[src/rtl/rdl_subreg_pkg.sv]
// -----------------------------------------------------------------------------
// rdl_subreg_pkg
// Shared types and helpers for the register-access controller.
//   access_state_e : controller FSM states (IDLE -> ACCESS -> RESP -> IDLE)
//   idx_width()    : width of a register index for a given register count
// -----------------------------------------------------------------------------
package rdl_subreg_pkg;

    typedef enum logic [1:0] {
        IDLE   = 2'd0,
        ACCESS = 2'd1,
        RESP   = 2'd2
    } access_state_e;

    // A single-register block still needs a one-bit index
    function automatic int idx_width(input int n);
        return (n > 1) ? $clog2(n) : 1;
    endfunction

endpackage : rdl_subreg_pkg

[src/rtl/rdl_access_decode.sv]
// -----------------------------------------------------------------------------
// rdl_access_decode
// Byte address to register-index decoder.
//   addr_i     : byte address of the access
//   idx_o      : register index (addr / bytes-per-register), truncated
//   aligned_o  : address is a multiple of the register width in bytes
//   in_range_o : full (untruncated) index is below NumRegs
// -----------------------------------------------------------------------------
module rdl_access_decode
    import rdl_subreg_pkg::*;
#(
    parameter int NumRegs = 8,
    parameter int DW      = 32,
    parameter int AW      = 12,
    parameter int IW      = idx_width(NumRegs)
) (
    input  logic [AW-1:0] addr_i,
    output logic [IW-1:0] idx_o,
    output logic          aligned_o,
    output logic          in_range_o
);

    localparam int Bytes = DW / 8;

    logic [AW-1:0] idx_full_s;

    assign idx_full_s = addr_i / AW'(Bytes);
    assign aligned_o  = ((addr_i % AW'(Bytes)) == '0);
    // Range check uses the full index so high address bits cannot alias
    assign in_range_o = (32'(idx_full_s) < 32'(NumRegs));
    assign idx_o      = IW'(idx_full_s);

endmodule : rdl_access_decode

[src/rtl/rdl_access_ctrl.sv]
// -----------------------------------------------------------------------------
// rdl_access_ctrl
// Single-outstanding CPU-to-register access controller.
//   req_*  : CPU request channel (valid/ready, write, addr, wdata, wstrb)
//   rsp_*  : CPU response channel (valid/ready, rdata, err)
//   reg_we / reg_re : one-hot write / read strobes, one cycle in ACCESS
//   reg_wd : merged write data (read-modify-write on byte strobes)
//   reg_qs : packed register read-back values, register i at [i*DW +: DW]
// Optional build macro RDL_ACCESS_CTRL_ERR_EN: report misses via rsp_err.
// -----------------------------------------------------------------------------
module rdl_access_ctrl
    import rdl_subreg_pkg::*;
#(
    parameter int NumRegs = 8,
    parameter int DW      = 32,
    parameter int AW      = 12
) (
    input  logic                  clk,
    input  logic                  rst,
    input  logic                  req_valid,
    output logic                  req_ready,
    input  logic                  req_write,
    input  logic [AW-1:0]         req_addr,
    input  logic [DW-1:0]         req_wdata,
    input  logic [DW/8-1:0]       req_wstrb,
    output logic                  rsp_valid,
    input  logic                  rsp_ready,
    output logic [DW-1:0]         rsp_rdata,
    output logic                  rsp_err,
    output logic [NumRegs-1:0]    reg_we,
    output logic [NumRegs-1:0]    reg_re,
    output logic [DW-1:0]         reg_wd,
    input  logic [NumRegs*DW-1:0] reg_qs
);

    localparam int IW = idx_width(NumRegs);

    access_state_e   state_q, state_d;
    logic            write_q;
    logic [AW-1:0]   addr_q;
    logic [DW-1:0]   wdata_q;
    logic [DW/8-1:0] wstrb_q;
    logic [DW-1:0]   rsp_rdata_q, rsp_rdata_d;
    logic            rsp_err_q, rsp_err_d;

    logic [IW-1:0]   idx_s;
    logic            aligned_s;
    logic            in_range_s;
    logic            hit_s;
    logic [DW-1:0]   qs_sel_s;
    logic [DW-1:0]   mask_s;

    function automatic logic [DW-1:0] expand_strb(input logic [DW/8-1:0] strb);
        logic [DW-1:0] m;
        m = '0;
        for (int b = 0; b < DW/8; b++) begin
            m[b*8 +: 8] = {8{strb[b]}};
        end
        return m;
    endfunction

    rdl_access_decode #(
        .NumRegs (NumRegs),
        .DW      (DW),
        .AW      (AW),
        .IW      (IW)
    ) u_decode (
        .addr_i     (addr_q),
        .idx_o      (idx_s),
        .aligned_o  (aligned_s),
        .in_range_o (in_range_s)
    );

    assign hit_s    = aligned_s & in_range_s;
    assign qs_sel_s = reg_qs[idx_s*DW +: DW];
    assign mask_s   = expand_strb(wstrb_q);

    // State register
    always_ff @(posedge clk) begin
        if (rst) begin
            state_q <= IDLE;
        end else begin
            state_q <= state_d;
        end
    end

    // Capture the request fields at acceptance
    always_ff @(posedge clk) begin
        if (rst) begin
            write_q <= 1'b0;
            addr_q  <= '0;
            wdata_q <= '0;
            wstrb_q <= '0;
        end else if (state_q == IDLE && req_valid) begin
            write_q <= req_write;
            addr_q  <= req_addr;
            wdata_q <= req_wdata;
            wstrb_q <= req_wstrb;
        end else begin
            write_q <= write_q;
            addr_q  <= addr_q;
            wdata_q <= wdata_q;
            wstrb_q <= wstrb_q;
        end
    end

    // Response registers: loaded in ACCESS, held through RESP, cleared on handshake
    always_ff @(posedge clk) begin
        if (rst) begin
            rsp_rdata_q <= '0;
            rsp_err_q   <= 1'b0;
        end else if (state_q == ACCESS) begin
            rsp_rdata_q <= rsp_rdata_d;
            rsp_err_q   <= rsp_err_d;
        end else if (state_q == RESP && rsp_ready) begin
            rsp_rdata_q <= '0;
            rsp_err_q   <= 1'b0;
        end else begin
            rsp_rdata_q <= rsp_rdata_q;
            rsp_err_q   <= rsp_err_q;
        end
    end

    // Next-state logic
    always_comb begin
        state_d = state_q;
        case (state_q)
            IDLE: begin
                if (req_valid) begin
                    state_d = ACCESS;
                end else begin
                    state_d = IDLE;
                end
            end
            ACCESS: state_d = RESP;
            RESP: begin
                if (rsp_ready) begin
                    state_d = IDLE;
                end else begin
                    state_d = RESP;
                end
            end
            default: state_d = IDLE;
        endcase
    end

    // Response data/error selection for the access being performed
    always_comb begin
        rsp_rdata_d = '0;
        rsp_err_d   = 1'b0;
        if (hit_s && !write_q) begin
            rsp_rdata_d = qs_sel_s;
        end else begin
            rsp_rdata_d = '0;
        end
`ifdef RDL_ACCESS_CTRL_ERR_EN
        rsp_err_d = ~hit_s;
`else
        rsp_err_d = 1'b0;
`endif
    end

    // Outputs; strobes are masked by rst so an abandoned access never fires
    always_comb begin
        req_ready = 1'b0;
        reg_we    = '0;
        reg_re    = '0;
        reg_wd    = '0;
        if (state_q == IDLE && !rst) begin
            req_ready = 1'b1;
        end else begin
            req_ready = 1'b0;
        end
        if (state_q == ACCESS && !rst && hit_s) begin
            if (write_q) begin
                // An all-zero strobe is a successful no-op write
                if (wstrb_q != '0) begin
                    reg_we[idx_s] = 1'b1;
                    reg_wd        = (qs_sel_s & ~mask_s) | (wdata_q & mask_s);
                end else begin
                    reg_wd = '0;
                end
            end else begin
                reg_re[idx_s] = 1'b1;
            end
        end else begin
            reg_wd = '0;
        end
    end

    assign rsp_valid = (state_q == RESP);
    assign rsp_rdata = rsp_rdata_q;
    assign rsp_err   = rsp_err_q;

endmodule : rdl_access_ctrl

[config.mk]
export PLATFORM = sky130hd
export DESIGN_NAME = rdl_access_ctrl
export DESIGN_NICKNAME = d
export VERILOG_FILES = /design/src/rtl/rdl_subreg_pkg.sv /design/src/rtl/rdl_access_decode.sv /design/src/rtl/rdl_access_ctrl.sv
export SDC_FILE = /design/constraint.sdc
export NUM_CORES = 1
export LEC_CHECK = 0
export ABC_CLOCK_PERIOD_IN_PS = 2200
export BUFFER_PORTS_ARGS = -buffer_cell sky130_fd_sc_hd__buf_2
export CAP_MARGIN = 30
export CORE_AREA = 2 2 154 156
export DETAILED_ROUTE_END_ITERATION = 8
export DIE_AREA = 0 0 156 158
export GPL_TIMING_DRIVEN = 0
export SYNTH_ARGS = -nofsm -noshare
export SYNTH_HDL_FRONTEND = slang
export SYNTH_SLANG_ARGS = --single-unit
[constraint.sdc]
create_clock -name clk -period 2.2 [get_ports clk]
set_input_delay 0.33 -clock clk [delete_from_list [all_inputs] [get_ports clk]]
set_output_delay 0.33 -clock clk [all_outputs]
set_load 0.1 [all_outputs]
==> flow_metrics.py <==
metrics = {
    "worst_setup_path": {
        "critPathLaunch": "addr_q[3]",
        "r2r-start": "addr_q[3]",
        "arrival_ns": 2.27,
        "worstPathMaxFanout": 8,
        "start_kind": "register",
        "reg2reg_depth": 8,
        "required_ns": 1.87,
        "cp-end-kind": "output pin",
        "critPathKind": "register to output pin",
    },
    "detailed_routing": {
        "drc": 0,
        "num_vias": 6238,
        "dr.first_iter.drc_count": 311,
        "wl_per_cell_um": 22.1,
        "first_pass_iters": 4,
        "ant_nets": 0,
        "drt_wl_total_um": 27800,
        "avgViaCountPerCell": 4.96,
    },
    "global_routing": {
        "grt_usage_pct": 21.6,
        "grt_pass1_vias": 6316,
        "antenna_found_initial": 3,
        "grt_max_degree": 15,
        "overflow": 0,
        "grt_pass1_wl_um": 38800,
    },
    "synth": {
        "syn_avg_cell_area_sq_um": 10.3,
        "syn_area_sq_um": 5360,
        "synth_seq_area_share_pct": 31.0,
        "synthXorXnorAreaFrac_pct": 0,
        "synth_seq_cells": 83,
        "synthSimpleGateAreaFrac_pct": 13.0,
        "synth_edf_count": 0,
        "yosys.area_share.adder_pct": 0,
        "synth_compound_area_share_pct": 16.2,
        "synthMuxAreaShare_pct": 33.4,
        "synth_cell_types": 33,
        "synth-main-ff-cell": "dfxtp_1",
        "ys_async_sr_fraction_pct": 0,
        "synth_cells": 522,
        "syn_nets": 831,
        "synth_top_family_by_area": "multiplexers",
        "yosys_warnings": 0,
    },
    "cts": {
        "numClockSinks": 83,
        "clk_path_buf_depth": 2,
        "cts-root-buf": "clkbuf_16",
        "path_clk_slew_ns": 0.07,
        "cts_buffers": 9,
        "h-tree-depth": 3,
        "clk_latency_ns": 0.35,
        "cts_tree": "built",
    },
    "floorplanning": {
        "die_y_um": 158,
        "die_area_sq_um": 24600,
        "chipWidth_um": 156,
        "core_sq_um": 23100,
        "rows": 56,
        "num_io_pins": 392,
        "start_util_pct": 23.3,
    },
    "power_and_ir_drop": {
        "p_int_mw": 3.31,
        "p_per_area_nw_per_um2": 489,
        "p_sw_share_pct": 34.4,
        "pwr-share-clk_pct": 31.1,
        "p_comb_share_pct": 36.4,
        "peakVddDrop_mv": 0.329,
        "switchingPower_mw": 1.74,
        "cellLeakagePower_nw": 4.04,
        "p_seq_share_pct": 32.5,
    },
    "sta": {
        "finalClockSkew_ns": 0.00764,
        "fmax_mhz": 385,
        "hold_viol_final": 0,
        "fin_crit_ns": 2.60,
        "tns_ns": -14.31,
        "layout_setup_ws_ns": -0.398,
        "finalCritPeriodShare_pct": 118,
        "holdWs_ns": 0.207,
        "final-setup-viol-count": 48,
        "rsz0062_at_grt": "true",
        "worstMarginPinSlew_ns": 0.697,
        "slew_violations": 0,
        "slew-limit-headroom_pct": 53.5,
    },
    "place": {
        "dp_hpwl_um": 21700,
        "dp_slack_ns": -0.707,
        "gp_congestion": 0.814,
        "placement.io_buffers": 389,
        "post_dp_cell_area_sq_um": 8730,
    },
    "final_layout": {
        "final_util_pct": 44.8,
        "n_fill_cell": 2188,
        "syn_to_final_growth_pct": 92.5,
        "final_common_cell": "buf_2",
        "fin_area_sq_um": 10300,
        "nets": 1273,
        "drive_above_1_share_pct": 66.7,
        "diodes": 0,
        "layout_common_cells": "344 x buf_2, 98 x nand2_1, 77 x dfxtp_1",
    },
    "hold_path": {
        "min_path_cells": 2,
        "hold_path.class": "input pin to register",
        "hold_start": "req_valid",
    },
    "job": {
        "cap_violations": 0,
    },
    "run_status": {
        "failed_checks": "setup timing",
        "outcome": "finished with violations",
    },
}
==> critical path: stages (launching register included) <==
cell,delay [ns]
dfxtp_2,0.34
buf_12,0.15
buf_16,0.16
buf_16,0.14
mux4_2,0.56
mux2i_4,0.24
a2111oi_4,0.11
buf_6,0.21
==> cells by family after synthesis <==
family,count (synthesis)
DFF,83
muxes,96
buffers and inverters,63
AOI/OAI and AO/OA,116
and+or+nand+nor,163
other,1
==> state kept, by name, indices dropped and copies added, names as in the netlist <==
register / flops
wdata_q: 32
addr_q: 12
write_q: 1
rsp_rdata: 32
wstrb_q: 4
state_q: 2
==> metrics by stage <==
stage,total power [mW],cells
3_5_place_dp,3.20,1206
4_1_cts,5.09,1250
5_1_grt,5.28,1258
6_report,5.05,1258
3_3_place_gp,3.16,1201
2_1_floorplan,2.64,522
==> power by group through the flow <==
stage / combinational (mW) / sequential [mW] / clock, mW
CTS: 1.82 / 1.64 / 1.63
detailed placement: 1.53 / 1.66 / 0
finish: 1.84 / 1.64 / 1.57
global placement: 1.50 / 1.66 / 0
floorplan: 0.865 / 1.78 / 0
global route: 1.95 / 1.65 / 1.68
==> timing repair <==
action	in CTS	in global routing
setup endpoints to repair	66	49
resized for setup	212	13
hold buffers	0	0
buffers inserted	24	8
pin swaps	19	23
cloned	5	1
==> layout make-up <==
cell class	instances	area [sq um]	area share, %
multi-input cells	376	4620	44.7
flip-flops and latches	83	1670	16.2
repair buffers	432	2800	27.1
clock inverters	6	67.6	0.654
well taps	290	363	3.51
inverters	5	22.5	0.218
plain buffers	57	559	5.42
clock buffers	9	225	2.18
==> worst paths after layout <==
kind / to / slack (ns)
max: reg_wd[21] / -0.40
max reg2reg: rsp_rdata[15] / 0.27
min reg2reg: wdata_q[4] / 0.45
min: state_q[0] / 0.21
==> cell usage after synthesis (2+ instances only) <==
library cell / count / area share [%]
a2111oi_1: 10 / 1.9
nor2_1: 33 / 2.3
a2111oi_0: 18 / 2.9
inv_1: 5 / 0.35
nor2b_1: 3 / 0.35
dfxtp_1: 83 / 31
mux2i_1: 32 / 6.0
o2bb2ai_1: 32 / 5.2
buf_2: 12 / 1.1
nand2_1: 99 / 6.9
nor4_1: 18 / 2.1
clkbuf_1: 34 / 2.4
mux4_1: 8 / 3.9
buf_12: 2 / 0.75
buf_4: 3 / 0.42
a21oi_1: 49 / 4.6
mux4_2: 56 / 24
nand2b_1: 2 / 0.23
buf_6: 6 / 1.3
a2111oi_2: 4 / 1.1
==> routing by layer <==
metal	GRT usage [%]	share of wire, %	routed length, um	vias to the layer above
li1	-	-	-	2913
met1	28.1	44	12100	3028
met2	36.8	49	13600	263
met3	4.43	5.8	1610	28
met4	5.42	1.6	440	6
met5	0	0.14	38	-
No activity file was read; power rests on OpenSTA's default activity.
